==> src/rtl/rf_odp_monitor_pkg.sv <==
// Shared widths and FSM state type for the RF overdrive-protection monitor.
package rf_odp_monitor_pkg;

    localparam int NUM_CH    = 4;
    localparam int PWR_W     = 16;
    localparam int AVG_PER_W = 21;
    localparam int TSSI_W    = 32;
    localparam int ACC_W     = PWR_W + AVG_PER_W;

    typedef enum logic [1:0] {
        IDLE  = 2'd0,
        ACCUM = 2'd1,
        EVAL  = 2'd2
    } odpState_e;

endpackage

==> src/rtl/rf_odp_chan.sv <==
// One channel: window accumulator, saturation to the status width,
// threshold compare and the sticky overdrive alarm.
module rf_odp_chan
    import rf_odp_monitor_pkg::*;
#(
    parameter int PWR_W = rf_odp_monitor_pkg::PWR_W,
    parameter int ACC_W = rf_odp_monitor_pkg::ACC_W
) (
    input  logic              clk,
    input  logic              rst_n,
    input  logic              start_i,
    input  logic              accept_i,
    input  logic [PWR_W-1:0]  pwr_i,
    input  logic              eval_i,
    input  logic [TSSI_W-1:0] thresh_i,
    input  logic              disable_i,
    input  logic              clear_i,
    output logic [TSSI_W-1:0] tssi_o,
    output logic              alarm_o
);

    localparam logic [ACC_W-1:0] SatMax = {{(ACC_W-TSSI_W){1'b0}}, {TSSI_W{1'b1}}};

    logic [ACC_W-1:0]  acc_q, acc_d;
    logic [TSSI_W-1:0] tssi_q, tssi_d;
    logic              alarm_q, alarm_d;
    logic [TSSI_W-1:0] satSum;
    logic              setAlarm;

    assign satSum   = (acc_q > SatMax) ? '1 : acc_q[TSSI_W-1:0];
    assign setAlarm = eval_i && (satSum >= thresh_i);

    // A window start overwrites the previous sum, so the first sample
    // of a window can arrive on the very cycle the window opens.
    always_comb begin
        acc_d   = acc_q;
        tssi_d  = tssi_q;
        alarm_d = alarm_q;
        if (start_i) begin
            acc_d = accept_i ? ACC_W'(pwr_i) : '0;
        end else if (accept_i) begin
            acc_d = acc_q + ACC_W'(pwr_i);
        end
        if (eval_i) begin
            tssi_d = satSum;
        end
        // Disable forces the alarm low; a fresh set beats a clear pulse.
        if (disable_i) begin
            alarm_d = 1'b0;
        end else if (setAlarm) begin
            alarm_d = 1'b1;
        end else if (clear_i) begin
            alarm_d = 1'b0;
        end
    end

    always_ff @(posedge clk or negedge rst_n) begin
        if (!rst_n) begin
            acc_q   <= '0;
            tssi_q  <= '0;
            alarm_q <= 1'b0;
        end else begin
            acc_q   <= acc_d;
            tssi_q  <= tssi_d;
            alarm_q <= alarm_d;
        end
    end

    assign tssi_o  = tssi_q;
    assign alarm_o = alarm_q;

endmodule

==> src/rtl/rf_odp_monitor.sv <==
// RF overdrive-protection monitor: windowed per-channel power sums with
// sticky alarms and a combined PA shutdown request.
module rf_odp_monitor
    import rf_odp_monitor_pkg::*;
#(
    parameter int NUM_CH = rf_odp_monitor_pkg::NUM_CH,
    parameter int PWR_W  = rf_odp_monitor_pkg::PWR_W
) (
    input  logic                           clk,
    input  logic                           rst_n,
    input  logic                           s_valid,
    input  logic [NUM_CH-1:0][PWR_W-1:0]   s_pwr,
    input  logic [TSSI_W-1:0]              rf_overdrive_thresh,
    input  logic [AVG_PER_W-1:0]           rf_overdrive_avg_per,
    input  logic [NUM_CH-1:0]              disable_rf_odp,
    input  logic                           odp_clear,
    output logic [NUM_CH-1:0][TSSI_W-1:0]  rf_overdrive_tssi,
    output logic [NUM_CH-1:0]              odp_alarm,
    output logic                           pa_shutdown
);

    localparam int AccW = PWR_W + AVG_PER_W;

    odpState_e             state_q, state_d;
    logic [AVG_PER_W-1:0]  winLen_q, winLen_d;
    logic [AVG_PER_W-1:0]  count_q, count_d;
    logic [AVG_PER_W-1:0]  countInc;
    logic                  startWin;
    logic                  acceptSample;
    logic                  evalWin;
    logic                  paShutdown_q;

    assign countInc = count_q + AVG_PER_W'(1);

    // The window length is latched only at window start, so register
    // changes mid-window never disturb the window in progress.
    always_comb begin
        state_d      = state_q;
        winLen_d     = winLen_q;
        count_d      = count_q;
        startWin     = 1'b0;
        acceptSample = 1'b0;
        evalWin      = 1'b0;
        unique case (state_q)
            IDLE: begin
                if (rf_overdrive_avg_per != '0) begin
                    startWin     = 1'b1;
                    acceptSample = s_valid;
                    winLen_d     = rf_overdrive_avg_per;
                    count_d      = AVG_PER_W'(s_valid);
                    state_d      = (s_valid && (rf_overdrive_avg_per == AVG_PER_W'(1))) ? EVAL : ACCUM;
                end
            end
            ACCUM: begin
                if (s_valid) begin
                    acceptSample = 1'b1;
                    count_d      = countInc;
                    if (countInc == winLen_q) begin
                        state_d = EVAL;
                    end
                end
            end
            EVAL: begin
                evalWin = 1'b1;
                state_d = IDLE;
            end
            default: state_d = IDLE;
        endcase
    end

    always_ff @(posedge clk or negedge rst_n) begin
        if (!rst_n) begin
            state_q      <= IDLE;
            winLen_q     <= '0;
            count_q      <= '0;
            paShutdown_q <= 1'b0;
        end else begin
            state_q      <= state_d;
            winLen_q     <= winLen_d;
            count_q      <= count_d;
            paShutdown_q <= |odp_alarm;
        end
    end

    for (genvar g = 0; g < NUM_CH; g++) begin : gChan
        rf_odp_chan #(
            .PWR_W (PWR_W),
            .ACC_W (AccW)
        ) uChan (
            .clk       (clk),
            .rst_n     (rst_n),
            .start_i   (startWin),
            .accept_i  (acceptSample),
            .pwr_i     (s_pwr[g]),
            .eval_i    (evalWin),
            .thresh_i  (rf_overdrive_thresh),
            .disable_i (disable_rf_odp[g]),
            .clear_i   (odp_clear),
            .tssi_o    (rf_overdrive_tssi[g]),
            .alarm_o   (odp_alarm[g])
        );
    end

    assign pa_shutdown = paShutdown_q;

endmodule

==> config.mk <==
export PLATFORM = sky130hd
export DESIGN_NAME = rf_odp_monitor
export DESIGN_NICKNAME = d
export VERILOG_FILES = /design/src/rtl/rf_odp_monitor_pkg.sv /design/src/rtl/rf_odp_chan.sv /design/src/rtl/rf_odp_monitor.sv
export SDC_FILE = /design/constraint.sdc
export NUM_CORES = 1
export LEC_CHECK = 0
export CAP_MARGIN = 30
export CORE_MARGIN = 2
export CORE_UTILIZATION = 60
export CTS_CLUSTER_DIAMETER = 100
export DETAILED_ROUTE_END_ITERATION = 12
export PLACE_DENSITY = 0.85
export SETUP_SLACK_MARGIN = 0.05
export SLEW_MARGIN = 20
export SYNTH_ARGS = -nofsm -noshare
export SYNTH_HDL_FRONTEND = slang
export SYNTH_SLANG_ARGS = --single-unit
==> constraint.sdc <==
create_clock -name clk -period 4.7 [get_ports clk]
set_input_delay 0.94 -clock clk [delete_from_list [all_inputs] [get_ports clk]]
set_output_delay 0.94 -clock clk [all_outputs]
set_load 0.01 [all_outputs]
==> flow_metrics.env, run 1 <==
export IMPL_status="completed"
export IMPL_seq_power_share=0.313
export IMPL_r2r_start="gChan[0].uChan.acc_q[35]"
export IMPL_timing_final_crit_period_ns=3.971
export IMPL_vdd_drop_max_uv=265.5
export IMPL_yosys_area_top_type="dfrtp_1"
export IMPL_worst_slack_ns=0.7290
export IMPL_pwr_share_comb=0.412
export IMPL_fin_crit_sh=0.8449
export IMPL_grt_max_degree=102
export IMPL_post_dp_cell_area_um2=24120
export IMPL_routedWlPerCell_um=21.75
export IMPL_cts_tree="done"
export IMPL_synthAdderAreaFrac=0.1185
export IMPL_grt_pass1_vias=19000
export IMPL_clk_latency_ns=0.53
export IMPL_h_tree_depth=2
export IMPL_p_int_mw=7.295
export IMPL_vias=19080
export IMPL_grt_antenna_before_repair=4
export IMPL_cp_start_kind="primary input"
export IMPL_r2r_end="gChan[0].uChan.alarm_o"
export IMPL_clkTransAtPathRegs_ns=0.06
export IMPL_ys_types=72
export IMPL_fill_cells=2470
export IMPL_synth_xor_area_frac=0.05909
export IMPL_vias_per_cell=6.464
export IMPL_first_pass_iters=5
export IMPL_core_area_um2=34540
export IMPL_drive_above_1_share=0.09900
export IMPL_rows=68
export IMPL_synth_top_cells_by_area="dfrtp_1 39%, ha_1 11%, mux2_2 6.6%"
export IMPL_critPathMaxFanout=18
export IMPL_worst_path_largest_cell_delay_ns=0.50
export IMPL_ant_nets=0
export IMPL_switching_share=0.3720
export IMPL_portBuffers=257
export IMPL_rsz0062_at_grt="false"
export IMPL_cts_buffers=38
export IMPL_routed_wl_um=64210
export IMPL_gp_congestion=0.9371
export IMPL_worstPathBufferInverterCount=2
export IMPL_multi_input_area_um2=12270
export IMPL_ys_seq_area_frac=0.3864
export IMPL_drc=0
export IMPL_setup_worst_path_end_class="flip-flop"
export IMPL_p_leak_nw=12.40
export IMPL_layout_common_cells="325 x dfrtp_1, 256 x clkdlybuf4s50_1, 217 x nand2_1"
export IMPL_synth_compound_area_share=0.1450
export IMPL_pre_cts_ws_ns=0.3091
export IMPL_criticalPathCategory="in -> reg"
export IMPL_hold_violations=0
export IMPL_ctsHoldBuffers=0
export IMPL_die_x_um=191.3
export IMPL_synth_nets=2557
export IMPL_top_level_ports=258
export IMPL_yosys_warnings=0
export IMPL_crit_family="compound AO/OA/AOI/OAI gates"
export IMPL_whs_ns=0.4391
export IMPL_hold_path_class="in -> async"
export IMPL_cts_resized_gates=0
export IMPL_overflow=0
export IMPL_fin_util=0.7384
export IMPL_dieArea_um2=36600
export IMPL_finalNetCount=2789
export IMPL_slew_headroom=0.3461
export IMPL_cts_root_buf="clkbuf_16"
export IMPL_synth_flop_cell="dfrtp_1"
export IMPL_synth_area_um2=21050
export IMPL_area_sequential_um2=8133
export IMPL_clockBufferDepth=3
export IMPL_die_y_um=191.3
export IMPL_synth_edff_count=0
export IMPL_cp_slowest_cell="clkdlybuf4s50_1"
export IMPL_cellPowerDensity_nw_per_um2=455.4
export IMPL_final_common_cell="dfrtp_1"
export IMPL_final_area_um2=25510
export IMPL_cp_data_arrival_time_ns=4.42
export IMPL_synth_top_family_by_area="simple AND/OR/NAND/NOR gates"
export IMPL_worstMarginPinSlew_ns=0.9809
export IMPL_rr_worst_depth=11
export IMPL_max_freq_mhz=251.8
export IMPL_clock_power_share=0.275
export IMPL_ys_ff_latch=325
export IMPL_place_hpwl_um=47070
export IMPL_drtIter0Drc=1512
export IMPL_synth_mux_area_fraction=0.07062
export IMPL_netlist_instances=2235
export IMPL_finClkSkew_ns=0.009262
export IMPL_async_reset_ff_frac=1.000
export IMPL_clock_sinks=325
export IMPL_area_delta_synth_final_pct=21.17
export IMPL_syn_avg_cell_area_um2=9.418
export IMPL_drv_slew=0
export IMPL_cap_violations=0
export IMPL_setup_tns_ns=0
export IMPL_postCtsSetupRepairBufs=0
export IMPL_gr_usage_all_layers=0.3531
export IMPL_start_util=0.6094
export IMPL_reg2reg_slack_ns=0.74
export IMPL_setup_violations=0
export IMPL_crit_chain="clkdlybuf4s50_1 > ha_1 > inv_1 > fa_1 > nor2b_1 > o21ai_0 > a2111o_1 > a31oi_1 > o211ai_1 > a21o_1 > or4_1 > a21oi_1"
export IMPL_synth_top_area_share=0.3864
export IMPL_p_sw_mw=4.322
export IMPL_synthSimpleGateAreaFrac=0.1872
export IMPL_grt_pass1_wl_um=102000
export IMPL_critPathRequiredTime_ns=5.15
## stage by stage
stage,cells,power [mW]
final,2952,11.62
after global routing,2951,12.34
after detailed placement,2880,8.269
after floorplan,2235,7.022
after CTS,2948,11.53
after global placement,2879,8.021
## cell families (layout without fill, tap and decap cells)
family | Yosys count | count (layout)
mux | 133 | 133
xor+xnor | 142 | 142
buf+inv | 171 | 431
fa+ha+maj | 197 | 197
compound gates | 488 | 488
simple gates | 779 | 779
flops | 325 | 325
other cells | 0 | 2
## Yosys cell counts, drive strengths merged (46+ instances only)
master	number
a21o	64
nand4	46
xor2	66
dfrtp	325
inv	70
xnor2	76
nand3	47
a21oi	140
o21ai	136
ha	193
or3	135
nor3	48
clkbuf	78
nor2	150
mux2	124
nand2	217
## power by group through the flow
stage | Combinational (mW) | Clock, mW | Sequential (mW)
global placement | 4.39 | 0 | 3.63
CTS | 4.70 | 3.22 | 3.62
global route | 5.33 | 3.33 | 3.68
floorplan | 3.50 | 0 | 3.52
finish | 4.78 | 3.20 | 3.63
detailed placement | 4.61 | 0 | 3.66
## layout make-up
cell class / instances / area share
antenna: 2 / 0.0001962
clock buffer: 62 / 0.04803
clock inverter: 6 / 0.005102
inverter: 70 / 0.01030
multi-input combinational: 1739 / 0.4812
sequential: 325 / 0.3189
tap: 455 / 0.02232
timing repair buffer: 293 / 0.1140
## sequential cells by signal (all words and copies together), names as in the netlist
signal and flops:
pa_shutdown 1, winLen_q 21, state_q 2, gChan.uChan.alarm_o 4, count_q 21, gChan.uChan.acc_q 148, gChan.uChan.tssi_o 128
## worst max-delay path by stage
stage,start,end,slack [ns],cells past startpoint
final,s_pwr[16],gChan[1].uChan.acc_q[30],0.73,12
after global routing,gChan[2].uChan.acc_q[34],gChan[2].uChan.alarm_o,0.55,11
after CTS,gChan[0].uChan.acc_q[35],gChan[0].uChan.alarm_o,0.78,11
after detailed placement,s_pwr[16],gChan[1].uChan.acc_q[30],0.31,12
after global placement,s_pwr[16],gChan[1].uChan.acc_q[28],0.35,12
after floorplan,s_pwr[16],gChan[1].uChan.acc_q[24],1.28,12
## layer usage
layer,vias to the layer above,track usage,share of wire
li1,8582,-,-
met1,9231,0.4678,0.40
met3,242,0.06132,0.084
met4,4,0.1716,0.052
met2,1023,0.5616,0.46
met5,-,0,0.00037
Power figures use the tool's default switching activity.
==> run 2, diff against run 1 <==
- CORE_UTILIZATION: 60 -> 57
- PLACE_DENSITY: 0.85 -> 0.81
- clock period: 4.7 -> 3.8 ns (I/O delays scaled with it)
==> run 2 against run 1 <==
Combinational power grew 26%; cell area grew 1.4%; core utilization shrank 3.1 points; power grew 24%; critical path depth shrank 1; hold slack lost 0.17 ns; sequential share of layout area shrank 0.43 points; largest cell class unchanged; wire length shrank 2.1%; final cell count grew 1.7%.
==> flow_metrics.env, run 2 (synthesis results as in run 1) <==
export IMPL_switching_share=0.3695
export IMPL_reg2reg_slack_ns=0.17
export IMPL_routed_wl_um=62830
export IMPL_setup_violations=0
export IMPL_dpl_cell_count=2930
export IMPL_worstPathBufferInverterCount=1
export IMPL_finalNetCount=2826
export IMPL_grt_max_degree=105
export IMPL_ant_nets=0
export IMPL_crit_chain="or4_1 > buf_4 > or3_1 > ha_1 > a21o_1 > a21o_1 > a21oi_1 > o21ai_0 > a311o_1 > a21oi_1 > o2bb2ai_1"
export IMPL_final_area_um2=25850
export IMPL_largest_reg_flops=148
export IMPL_setup_worst_path_end_class="flip-flop"
export IMPL_setup_tns_ns=0
export IMPL_vias_per_cell=6.258
export IMPL_grt_pass1_vias=18370
export IMPL_first_pass_iters=5
export IMPL_cap_violations=0
export IMPL_area_delta_synth_final_pct=22.81
export IMPL_max_freq_mhz=275.2
export IMPL_pwr_share_comb=0.419
export IMPL_endpoint="gChan[0].uChan.alarm_o"
export IMPL_critPathMaxFanout=16
export IMPL_grt_pass1_wl_um=98880
export IMPL_timing_final_crit_period_ns=3.634
export IMPL_r2r_start="gChan[0].uChan.acc_q[35]"
export IMPL_criticalPathCategory="reg -> reg"
export IMPL_start_util=0.5763
export IMPL_final_common_cell="dfrtp_1"
export IMPL_clockBufferDepth=3
export IMPL_cp_data_arrival_time_ns=4.05
export IMPL_p_int_mw=9.087
export IMPL_critPathRequiredTime_ns=4.21
export IMPL_gp_congestion=0.9438
export IMPL_routedWlPerCell_um=20.93
export IMPL_grt_antenna_before_repair=4
export IMPL_cp_slowest_cell="or4_1"
export IMPL_fin_crit_sh=0.9562
export IMPL_ctsHoldBuffers=0
export IMPL_crit_family="compound AO/OA/AOI/OAI gates"
export IMPL_core_area_um2=36520
export IMPL_vias=18790
export IMPL_post_dp_cell_area_um2=24490
export IMPL_clock_power_share=0.269
export IMPL_rr_worst_depth=11
export IMPL_die_x_um=196.2
export IMPL_fill_cells=2693
export IMPL_slew_headroom=0.4257
export IMPL_seq_power_share=0.311
export IMPL_critPathLaunch="gChan[0].uChan.acc_q[35]"
export IMPL_largest_register="gChan.uChan.acc_q"
export IMPL_pre_cts_ws_ns=-0.4243
export IMPL_p_sw_mw=5.326
export IMPL_rows=70
export IMPL_final_cells=3002
export IMPL_fin_util=0.7078
export IMPL_cp_depth=11
export IMPL_drive_above_1_share=0.1133
export IMPL_dieArea_um2=38480
export IMPL_cts_tree="done"
export IMPL_p_leak_nw=12.58
export IMPL_p_total_mw=14.41
export IMPL_top_level_ports=258
export IMPL_cellPowerDensity_nw_per_um2=557.5
export IMPL_hold_path_class="in -> async"
export IMPL_clock_sinks=325
export IMPL_place_hpwl_um=47270
export IMPL_whs_ns=0.2683
export IMPL_cp_start_kind="flip-flop"
export IMPL_drtIter0Drc=1298
export IMPL_portBuffers=257
export IMPL_layout_common_cells="325 x dfrtp_1, 256 x clkdlybuf4s50_1, 217 x nand2_1"
export IMPL_rsz0062_at_grt="false"
export IMPL_worst_path_largest_cell_delay_ns=0.58
export IMPL_drv_slew=0
export IMPL_r2r_end="gChan[0].uChan.alarm_o"
export IMPL_h_tree_depth=2
export IMPL_hold_violations=0
export IMPL_cts_root_buf="clkbuf_16"
export IMPL_worst_slack_ns=0.1664
export IMPL_status="completed"
export IMPL_finClkSkew_ns=0.01077
export IMPL_die_y_um=196.2
export IMPL_clkTransAtPathRegs_ns=0.06
export IMPL_gr_usage_all_layers=0.3253
export IMPL_drc=0
export IMPL_cts_buffers=38
export IMPL_overflow=0
export IMPL_vdd_drop_max_uv=401.7
export IMPL_worstMarginPinSlew_ns=0.8615
export IMPL_clk_latency_ns=0.54
run 2: cell count changes in the layout (fill, tap and decap cells not counted), moves of 2 or more:
cell and delta:
buf_12 +8, clkbuf_8 -4, buf_4 +31, clkinvlp_4 +2
clkinv_2 +2, buf_8 -2
run 2: final cells by class:
type / instances / area [um^2] / share of cell area
Multi-Input combinational cell: 1740 / 12300 / 0.4757
Sequential cell: 325 / 8133 / 0.3146
Timing Repair Buffer: 329 / 3243 / 0.1255
Clock buffer: 58 / 1170 / 0.04525
Tap cell: 468 / 585.6 / 0.02265
Inverter: 70 / 262.8 / 0.01016
Clock inverter: 10 / 155.1 / 0.006002
Antenna cell: 2 / 5.005 / 0.0001936
run 2: timing repair:
item / in CTS / in global routing
resized for setup: 0 / 5
buffers inserted: 0 / 1
endpoints found under the setup margin: 0 / 11
run 2: how the worst min path moves through the flow:
stage | slack (ns) | cells past startpoint | start | to
3_3_place_gp | 0.47 | 2 | gChan[3].uChan.tssi_o[0] | gChan[3].uChan.tssi_o[0]
2_1_floorplan | 0.46 | 0 | rst_n | count_q[0]
3_5_place_dp | 0.48 | 2 | winLen_q[0] | winLen_q[0]
4_1_cts | 0.31 | 1 | rst_n | gChan[3].uChan.tssi_o[21]
6_report | 0.27 | 1 | rst_n | gChan[3].uChan.tssi_o[21]
5_1_grt | 0.32 | 1 | rst_n | gChan[3].uChan.tssi_o[23]
run 2: layer usage:
layer / vias up / GRT usage / wire length (um)
met4: 4 / 0.1507 / 2992
met3: 189 / 0.04556 / 4605
met2: 829 / 0.5227 / 29060
met1: 9131 / 0.4385 / 26140
met5: - / 0 / 36
li1: 8634 / - / -
run 2: power groups by stage:
| stage | Sequential, mW | Clock [mW] | Combinational [mW] |
|---|---|---|---|
| finish | 4.49 | 3.88 | 6.04 |
| global route | 4.55 | 4.07 | 6.72 |
| CTS | 4.48 | 3.92 | 5.92 |
| detailed placement | 4.53 | 0 | 5.85 |
| global placement | 4.51 | 0 | 5.59 |
| floorplan | 4.35 | 0 | 4.34 |
==> run 3, diff against run 2 <==
- CORE_MARGIN: 2 -> 1.5
==> run 3 against run 2 <==
Final cell count is 0.47% higher; critical path depth is 3 higher; cell area up 0.33%; sequential share of layout area decreased by 0.10 points; count of clock-buffer cells in the layout shrank 4; power increased by 0.58%; die area fell by 1.0%; largest power group unchanged; highest routed layer unchanged.
==> flow_metrics.env, run 3 (synthesis results as in run 1) <==
export IMPL_r2r_end="gChan[1].uChan.alarm_o"
export IMPL_ctsHoldBuffers=0
export IMPL_portBuffers=257
export IMPL_p_leak_nw=12.65
export IMPL_clock_sinks=325
export IMPL_use_met3=0.05250
export IMPL_first_pass_iters=8
export IMPL_finClkSkew_ns=0.01841
export IMPL_layout_common_cells="325 x dfrtp_1, 256 x clkdlybuf4s50_1, 217 x nand2_1"
export IMPL_timing_final_crit_period_ns=3.722
export IMPL_busiest_layer="met2"
export IMPL_cap_violations=0
export IMPL_critPathMaxFanout=6
export IMPL_clk_latency_ns=0.53
export IMPL_drv_slew=0
export IMPL_grt_antenna_before_repair=6
export IMPL_drc=0
export IMPL_overflow=0
export IMPL_vdd_drop_max_uv=473.8
export IMPL_cts_tree="done"
export IMPL_cp_data_arrival_time_ns=4.18
export IMPL_setup_worst_path_end_class="flip-flop"
export IMPL_h_tree_depth=2
export IMPL_routedWlPerCell_um=21.15
export IMPL_use_met2=0.5290
export IMPL_r2r_start="gChan[1].uChan.acc_q[33]"
export IMPL_die_y_um=195.2
export IMPL_fin_util=0.7101
export IMPL_multi_input_area_um2=12300
export IMPL_largest_reg_flops=148
export IMPL_ant_nets=0
export IMPL_crit_family="compound AO/OA/AOI/OAI gates"
export IMPL_vias=18810
export IMPL_grt_pass1_wl_um=100800
export IMPL_rsz0062_at_grt="false"
export IMPL_core_area_um2=36520
export IMPL_pre_cts_ws_ns=-0.3544
export IMPL_grt_max_degree=94
export IMPL_criticalPathCategory="in -> reg"
export IMPL_place_hpwl_um=47740
export IMPL_drtIter0Drc=1582
export IMPL_setup_violations=0
export IMPL_grt_met1_usage=0.4411
export IMPL_finalNetCount=2842
export IMPL_dieArea_um2=38090
export IMPL_reg2reg_slack_ns=0.18
export IMPL_die_x_um=195.2
export IMPL_worst_path_largest_cell_delay_ns=0.49
export IMPL_hold_path_class="in -> async"
export IMPL_crit_chain="clkdlybuf4s50_1 > ha_2 > inv_1 > fa_2 > nor2b_2 > o21ai_1 > a2111o_1 > a31oi_1 > buf_4 > o211ai_1 > a21o_4 > clkbuf_2 > or4_1 > a21oi_1"
export IMPL_critPathRequiredTime_ns=4.25
export IMPL_routed_wl_um=63790
export IMPL_clockBufferDepth=3
export IMPL_clkTransAtPathRegs_ns=0.06
export IMPL_top_level_ports=258
export IMPL_largest_register="gChan.uChan.acc_q"
export IMPL_worst_slack_ns=0.07766
export IMPL_max_freq_mhz=268.6
export IMPL_drive_above_1_share=0.1191
export IMPL_vias_per_cell=6.235
export IMPL_cp_slowest_cell="clkdlybuf4s50_1"
export IMPL_final_common_cell="dfrtp_1"
export IMPL_area_delta_synth_final_pct=23.22
export IMPL_cts_root_buf="clkbuf_16"
export IMPL_worstMarginPinSlew_ns=0.7954
export IMPL_cts_buffers=38
export IMPL_fill_cells=2700
export IMPL_rows=70
export IMPL_area_sequential_um2=8133
export IMPL_cellPowerDensity_nw_per_um2=558.9
export IMPL_grt_pass1_vias=18610
export IMPL_hold_violations=0
export IMPL_cp_start_kind="primary input"
export IMPL_status="completed"
export IMPL_fin_crit_sh=0.9796
export IMPL_start_util=0.5763
export IMPL_gr_usage_all_layers=0.3321
export IMPL_gp_congestion=0.9554
export IMPL_slew_headroom=0.4642
export IMPL_worstPathBufferInverterCount=4
export IMPL_rr_worst_depth=11
-- run 3: cell types whose count changed in the layout (fill, tap and decap cells not counted), sizes merged --
cell	delta
bufinv	+2
clkbuf	-3
a21o	-1
diode	+1
buf	+16
clkinvlp	-2
inv	+1
-- run 3: layer usage --
| layer | up-vias | wire length (um) |
|---|---|---|
| met4 | 6 | 3430 |
| met5 | - | 42 |
| li1 | 8665 | - |
| met3 | 208 | 4739 |
| met2 | 821 | 29170 |
| met1 | 9105 | 26410 |
-- run 3: cell type report --
type                       count  area share
multi-input combinational   1739      0.4742
sequential                   325      0.3136
timing repair buffer         346      0.1291
clock buffer                  54     0.04212
tap                          468     0.02258
inverter                      70     0.01013
clock inverter                11    0.008056
antenna                        3   0.0002894
-- run 3: metrics by stage --
stage / hold slack, ns / instance area (um^2) / setup TNS, ns / std cells / power, mW
finish: 0.1999 / 25940 / 0 / 3016 / 14.50
detailed placement: 0.4829 / 24550 / -2.997 / 2941 / 10.38
floorplan: 0.4581 / 21050 / 0 / 2235 / 8.685
global route: 0.2396 / 25930 / 0 / 3015 / 15.44
global placement: 0.4739 / 24530 / -2.535 / 2940 / 10.09
CTS: 0.2291 / 25860 / 0 / 3006 / 14.32
-- run 3: report_power, final --
part,internal [mW],switching [mW]
clock,2.40,1.47
sequential,3.98,0.517
combinational,2.76,3.36
-- run 3: timing repair --
action                                  CTS  global route
endpoints found under the setup margin    0            11
resized for setup                         0             9
setup buffers                             0             7
-- run 3: worst max-delay path by stage --
stage,from,depth (start not counted),slack (ns),endpoint
final,s_pwr[16],14,0.08,gChan[1].uChan.acc_q[28]
after global routing,s_pwr[16],14,0.01,gChan[1].uChan.acc_q[28]
after CTS,s_pwr[16],13,0.15,gChan[1].uChan.acc_q[34]
after detailed placement,s_pwr[16],13,-0.35,gChan[1].uChan.acc_q[34]
after global placement,s_pwr[16],13,-0.31,gChan[1].uChan.acc_q[32]
after floorplan,s_pwr[16],12,0.56,gChan[1].uChan.acc_q[24]
